### src/rtl/lever_frame_decoder.sv
// Framed serial lever decoder: SYNC byte, N_CH little-endian W-bit samples, optional XOR byte.
// Define LEVER_CHECKSUM_EN to compile in the CHECK state and trailing checksum compare.
module lever_frame_decoder #(
    parameter int unsigned N_CH    = 2,
    parameter int unsigned W       = 16,
    parameter int unsigned TIMEOUT = 50_000,
    parameter logic [7:0]  SYNC    = 8'hA5
) (
    input  logic              clock,
    input  logic              reset,
    input  logic              rx_valid,
    input  logic [7:0]        rx_data,
    input  logic              clear,
    output logic [N_CH*W-1:0] ch_data,
    output logic              frame_valid,
    output logic              frame_err,
    output logic [7:0]        err_count,
    output logic              busy,
    output logic [1:0]        db_state
);

    localparam int unsigned NBYTES = N_CH * (W / 8);
    localparam int unsigned IdxW   = (NBYTES > 1) ? $clog2(NBYTES) : 1;
    localparam int unsigned GapW   = (TIMEOUT > 1) ? $clog2(TIMEOUT) : 1;
    localparam logic [IdxW-1:0] LastIdx = IdxW'(NBYTES - 1);
    localparam logic [GapW-1:0] GapLast = GapW'(TIMEOUT - 1);

`ifdef LEVER_CHECKSUM_EN
    typedef enum logic [1:0] {StIdle = 2'd0, StPayload = 2'd1, StCheck = 2'd2} state_e;
`else
    typedef enum logic [1:0] {StIdle = 2'd0, StPayload = 2'd1} state_e;
`endif

    state_e              state_q, state_d;
    logic [IdxW-1:0]     idx_q, idx_d;
    logic [GapW-1:0]     gap_q, gap_d;
    logic [N_CH*W-1:0]   shadow_q, shadow_d;
    logic [N_CH*W-1:0]   ch_data_q, ch_data_d;
    logic                frame_valid_q, frame_valid_d;
    logic                frame_err_q, frame_err_d;
    logic [7:0]          err_count_q, err_count_d;
`ifdef LEVER_CHECKSUM_EN
    logic [7:0]          xor_q, xor_d;
`endif

    always_ff @(posedge clock) begin
        if (reset) begin
            state_q       <= StIdle;
            idx_q         <= '0;
            gap_q         <= '0;
            shadow_q      <= '0;
            ch_data_q     <= '0;
            frame_valid_q <= 1'b0;
            frame_err_q   <= 1'b0;
            err_count_q   <= '0;
`ifdef LEVER_CHECKSUM_EN
            xor_q         <= '0;
`endif
        end else begin
            state_q       <= state_d;
            idx_q         <= idx_d;
            gap_q         <= gap_d;
            shadow_q      <= shadow_d;
            ch_data_q     <= ch_data_d;
            frame_valid_q <= frame_valid_d;
            frame_err_q   <= frame_err_d;
            err_count_q   <= err_count_d;
`ifdef LEVER_CHECKSUM_EN
            xor_q         <= xor_d;
`endif
        end
    end

    always_comb begin
        state_d       = state_q;
        idx_d         = idx_q;
        gap_d         = gap_q;
        shadow_d      = shadow_q;
        ch_data_d     = clear ? '0 : ch_data_q;
        frame_valid_d = 1'b0;
        frame_err_d   = 1'b0;
        err_count_d   = err_count_q;
`ifdef LEVER_CHECKSUM_EN
        xor_d         = xor_q;
`endif

        // Inter-byte watchdog, shared by every in-frame state.
        if (state_q != StIdle) begin
            if (rx_valid) begin
                gap_d = '0;
            end else if (gap_q == GapLast) begin
                frame_err_d = 1'b1;
                state_d     = StIdle;
            end else begin
                gap_d = gap_q + 1'b1;
            end
        end

        unique case (state_q)
            StIdle: begin
                if (rx_valid && rx_data == SYNC) begin
                    state_d = StPayload;
                    idx_d   = '0;
                    gap_d   = '0;
`ifdef LEVER_CHECKSUM_EN
                    xor_d   = '0;
`endif
                end
            end
            StPayload: begin
                if (rx_valid) begin
                    for (int unsigned i = 0; i < NBYTES; i++) begin
                        if (idx_q == IdxW'(i)) shadow_d[i*8 +: 8] = rx_data;
                    end
`ifdef LEVER_CHECKSUM_EN
                    xor_d = xor_q ^ rx_data;
`endif
                    if (idx_q == LastIdx) begin
`ifdef LEVER_CHECKSUM_EN
                        state_d = StCheck;
`else
                        // Commit overrides clear; the final byte is folded in directly.
                        ch_data_d     = shadow_d;
                        frame_valid_d = 1'b1;
                        state_d       = StIdle;
`endif
                    end else begin
                        idx_d = idx_q + 1'b1;
                    end
                end
            end
`ifdef LEVER_CHECKSUM_EN
            StCheck: begin
                if (rx_valid) begin
                    if (rx_data == xor_q) begin
                        ch_data_d     = shadow_q;
                        frame_valid_d = 1'b1;
                    end else begin
                        frame_err_d = 1'b1;
                    end
                    state_d = StIdle;
                end
            end
`endif
            default: state_d = StIdle;
        endcase

        if (frame_err_d && err_count_q != 8'hFF) err_count_d = err_count_q + 8'd1;
    end

    assign ch_data     = ch_data_q;
    assign frame_valid = frame_valid_q;
    assign frame_err   = frame_err_q;
    assign err_count   = err_count_q;
    assign busy        = (state_q != StIdle);
    assign db_state    = state_q;

endmodule

### config.mk
export PLATFORM = sky130hd
export DESIGN_NAME = lever_frame_decoder
export DESIGN_NICKNAME = d
export VERILOG_FILES = /design/src/rtl/lever_frame_decoder.sv
export SDC_FILE = /design/constraint.sdc
export NUM_CORES = 1
export LEC_CHECK = 0
export ABC_AREA = 0
export CORE_MARGIN = 2
export CORE_UTILIZATION = 38
export DETAILED_ROUTE_END_ITERATION = 16
export GPL_ROUTABILITY_DRIVEN = 0
export GPL_TIMING_DRIVEN = 0
export HOLD_SLACK_MARGIN = 0.03
export RECOVER_POWER = 50
export SLEW_MARGIN = 20
export SYNTH_ARGS = -nofsm -noshare
export SYNTH_HDL_FRONTEND = slang
export SYNTH_SLANG_ARGS = --single-unit
### constraint.sdc
create_clock -name clock -period 2.7 [get_ports clock]
set_clock_uncertainty 0.05 [all_clocks]
set_input_delay 0.54 -clock clock [delete_from_list [all_inputs] [get_ports clock]]
set_output_delay 0.54 -clock clock [all_outputs]
set_load 0.02 [all_outputs]
Yosys cells after proc, flatten, opt, wreduce, memory -nomap -nowiden
Index checks and enable logic that the tools add are counted.

word-level totals
  register bits after elaboration = 94
  bits of input ports = 12
  output and inout port bits = 45
  word-level logic and storage cells = 60

cells by class
  $add $sub $neg = 3
  equality and inequality tests = 10
  mux-type cells = 28
  bitwise gates (word level) = 2
  reductions and logical operators = 9

operators by type and width
  cell                     count
  $mux W32                 4
  $mux W16                 5
  $mux W8                  4
  $mux W2                  9
  $add A16 B1 Y16 const B  1
  $eq A16 B16 Y1 const B   1
  $add A8 B1 Y8 const B    1
  $eq A8 B8 Y1 const B     1
  $ne A8 B8 Y1 const B     1
  $pmux W2 S2              2
  $ne A2 B2 Y1 const B     3
  $eq A2 B1 Y1 const B     2
  $eq A2 B2 Y1 const B     2
  $logic_not A2 Y1         2
  $mux W1                  4
  $reduce_and A4 Y1        1
  $reduce_bool A2 Y1       2
  $reduce_or A3 Y1         1
  $add A2 B1 Y2 const B    1
  $logic_and A1 B1 Y1      2
  $not A1 Y1               2
  $reduce_and A2 Y1        1

Logic depth before layout (Yosys ltp)
  word-level depth = 7
  gate-level depth with buffers = 7
  gate-level depth less buffers = 5

Least setup slack after synthesis
OpenSTA, ideal clock, no wires.

  path type = input to register
  start point = in rx_valid
  end point = reg err_count_q[6], in the netlist err_count[6]
  library setup time = 70 ps
  arrival time = 1859 ps
  data required time = 2580 ps
  path slack = 722 ps
  stages on the path = 5
  path buffers = 1
  cells stage by stage = buf_2 o21bai_2 or4_1 or3_1 a21oi_1

on the way
  cells in the longest elaborated chain, start to end = 3

RTL lines
  element               RTL line  text
  start, declared       11        input logic rx_valid,
  $mux W1               89        if (rx_valid) begin
  $mux W1               88        if (state_q != StIdle) begin
  $logic_and A1 B1 Y1   148       if (frame_err_d && err_count_q != 8'hFF) err_count_d = err_count_q + 8'd1;
  end signal, assigned  67        err_count_q <= err_count_d;
  end, declared         41        logic [7:0] err_count_q, err_count_d;

Every way passes these cells.
A chain may end at the register's enable or synchronous reset.

Worst setup path in the final report
  start point = in rx_data[7]
  end point = reg gap_q[11]

on the way
  cells in the longest elaborated chain, start to end = 4

RTL lines
  element               RTL line  text
  start, declared       12        input logic [7:0] rx_data,
  $eq A8 B8 Y1          101       if (rx_valid && rx_data == SYNC) begin
  $logic_and A1 B1 Y1   101
  $mux W16              101
  $mux W16              99        unique case (state_q)
  end signal, assigned  62        gap_q <= gap_d;
  end, declared         36        logic [GapW-1:0] gap_q, gap_d;

Every way passes these cells.

==> flow_summary.toml <==
[routing]
dr.pass1.iters = 4
drc_errors = 0
route.final.wire_length_um = 9730
detailroute.via_count = 3367
postRouteAntennaNets = 0
vias_per_cell = 5.19
post_drt_wl_per_cell_um = 15.0
drtIter0Drc = 125

[clock_tree]
cts.clk_slew.worst_paths_ns = 0.08
cts_sinks = 86
cts_hold_repair.buffers = 0
clk_root_buffer_cell = "sky130_fd_sc_hd__clkbuf_8"
clkLatencyLatePin_ns = 0.36
htree_num_levels = 3
tritoncts = "done"
cts-buffers-inserted = 9
clk_path_buf_depth = 2

[logic_synthesis]
post_synth_instance_area_um2 = 3860
ys_ff_latch = 86
avgSynthCellArea_um2 = 8.65
netlist-cell-type-count = 51
synth-main-ff-cell = "sky130_fd_sc_hd__dfxtp_1"
seq_area_frac_synth_pct = 44.6
ys_async_sr_fraction_pct = 0
synth_nets = 464
synth_cells = 446
synth_warnings = 0
synth_edf_count = 0

[floorplan]
ioPinCount = 57
floorplan.core_area_um2 = 9820
initial_utilization_pct = 39.3
placementRows = 36
die-area_um2 = 11000
die_h_um = 105
fp.dieW_um = 105

[timing]
tns_ns = 0
min_period_over_period_pct = 91.8
max_slew.worst_pin.slew_ns = 0.767
timing.final.setup_violations = 0
timing.fmax_mhz = 404
worst_slew_margin_relative_to_its_limit_pct = 48.5
period_minus_slack_ns = 2.48
rsz0062_at_grt = "false"
count_of_final_hold_check_violations = 0
finalHoldWorstSlack_ns = 0.400
slew_viol_final = 0

[final_layout]
layout.cells.most_common_list = "sky130_fd_sc_hd__dfxtp_1, sky130_fd_sc_hd__nand2_1, sky130_fd_sc_hd__a21oi_1"
drive_gt1_share_pct = 6.98
fin_nets = 529
final_cell_area_um2 = 4780
most_frequent_standard_cell_in_the_layout_excluding_fill_and_tap_cells = "sky130_fd_sc_hd__dfxtp_1"
insertedDiodeCount = 0
areaGrowthSynthToFinish_pct = 24.0

[setup_path]
critPathKind = "in2reg"
critPathRequiredTime_ns = 2.89
cp_slowest_stage_delay_ns = 0.64
critPathCaptureType = "flip-flop"
path_max_fanout = 10
crit_path_top_delay_cell = "sky130_fd_sc_hd__clkdlybuf4s50_1"
cp_data_arrival_time_ns = 2.67
crit_chain = "clkdlybuf4s50_1 > nor4bb_1 > a21oi_1 > o21ai_2 > clkbuf_1 > nor2_1"
worstSetupStartpointType = "input port"

[place]
portBuffers = 54
place_hpwl_um = 6870
detailed_place.area_um2 = 4570

[flow_run]
number_of_max_cap_violations = 0

[hold_path]
min-delay-path-class = "reg2reg"

[grt]
grt_util_all_layers_pct = 18.3
grt_pass1_wl_um = 16200
grt_max_degree = 15
antenna_found_initial = 0
first_global_vias = 3227
gr-total-overflow = 0

[power_and_ir_drop]
p_leak_nw = 1.68
p_per_area_nw_per_um2 = 505
max_rail_drop_vdd_mv = 0.271

[run_status]
run_status = "finished clean"
sequential cells by signal (all words and copies together) (netlist names):
register     flops
err_count        8
frame_valid      1
db_state         2
ch_data         32
frame_err        1
shadow_q        24
idx_q            2
gap_q           16
cell type report:
class	count	area, um^2
multi-input cells	326	1990
clock inverters	5	81.3
plain buffers	27	110
well taps	133	166
inverters	7	26.3
repair buffers	54	541
fillers	1005	5030
clock buffers	11	151
flip-flops and latches	86	1720
per-layer routing:
layer  vias up  wire [um]  track usage [%]
met1      1590       4840             25.5
li1       1713          -                -
met3         9        364             2.74
met5         -          0                0
met4         0        156             7.52
met2        55       4370             28.2
through the flow:
| stage | setup WS [ns] | instances | util (%) | total power, mW |
|---|---|---|---|---|
| CTS | 0.0450 | 649 | 48.9 | 2.44 |
| finish | 0.222 | 649 | 48.7 | 2.42 |
| detailed placement | -0.354 | 633 | 46.5 | 1.40 |
| global placement | -0.281 | 633 | 46.5 | 1.40 |
| floorplan | 0.722 | 446 | - | 1.35 |
| global route | 0.0674 | 649 | 48.7 | 2.50 |
synthesized netlist by cell type (5+ instances only):
master | n | area share, %
sky130_fd_sc_hd__ha_1 | 6 | 1.9
sky130_fd_sc_hd__or3_1 | 7 | 1.1
sky130_fd_sc_hd__inv_1 | 7 | 0.68
sky130_fd_sc_hd__clkbuf_1 | 21 | 2.0
sky130_fd_sc_hd__dfxtp_1 | 86 | 45
sky130_fd_sc_hd__nand3_1 | 10 | 1.3
sky130_fd_sc_hd__o21a_1 | 7 | 1.4
sky130_fd_sc_hd__xor2_1 | 6 | 1.4
sky130_fd_sc_hd__nand4_1 | 7 | 1.1
sky130_fd_sc_hd__a211oi_1 | 9 | 1.8
sky130_fd_sc_hd__o21ai_0 | 17 | 2.2
sky130_fd_sc_hd__or4_1 | 5 | 0.97
sky130_fd_sc_hd__nand2_1 | 70 | 6.8
sky130_fd_sc_hd__a21oi_1 | 53 | 6.9
sky130_fd_sc_hd__nor3b_1 | 19 | 3.7
sky130_fd_sc_hd__mux2_2 | 10 | 2.9
sky130_fd_sc_hd__mux2i_1 | 14 | 3.6
sky130_fd_sc_hd__nor2_1 | 36 | 3.5
kinds of logic (layout without fill, tap and decap cells):
group	count (synthesis)	count (layout)	synth area share [%]
and+or+nand+nor	187	187	26.2
DFF	86	86	44.6
other	1	1	0.0972
AOI/OAI and AO/OA	101	101	15.5
muxes	25	25	6.84
adders and majority gates	6	6	1.94
buffers and inverters	34	104	3.53
xor gates and xnor gates	6	6	1.36
path summary, 6_finish.rpt:
| kind | startpoint | endpoint | slack [ns] | cells after the start |
|---|---|---|---|---|
| setup / recovery | rx_data[7] | gap_q[11]$_SDFF_PP0_ | 0.22 | 6 |
| hold / removal | ch_data[16]$_SDFF_PP0_ | ch_data[16]$_SDFF_PP0_ | 0.40 | 2 |
| setup reg to reg | gap_q[1]$_SDFF_PP0_ | err_count[4]$_SDFFE_PP0P_ | 0.27 | 5 |
| hold reg to reg | ch_data[16]$_SDFF_PP0_ | ch_data[16]$_SDFF_PP0_ | 0.40 | 2 |
power breakdown:
part	switching, mW	total, mW	internal, mW
logic	0.0642	0.0942	0.0299
registers	0.00392	1.27	1.27
clock network	0.479	1.05	0.572
repair_timing:
action / 4_1_cts / 5_1_grt
endpoints found under the setup margin: 0 / 10
endpoints found under the hold margin: 0 / 0
buffers inserted: 0 / 0
gates resized for setup: 0 / 1
worst max-delay path, delay by kind of cell:
family | cells | cell delay, ns
AO/OA/AOI/OAI | 2 | 0.51
buffers and inverters | 2 | 1.04
AND/OR/NAND/NOR | 2 | 0.57
(Power assumes the default switching activity.)
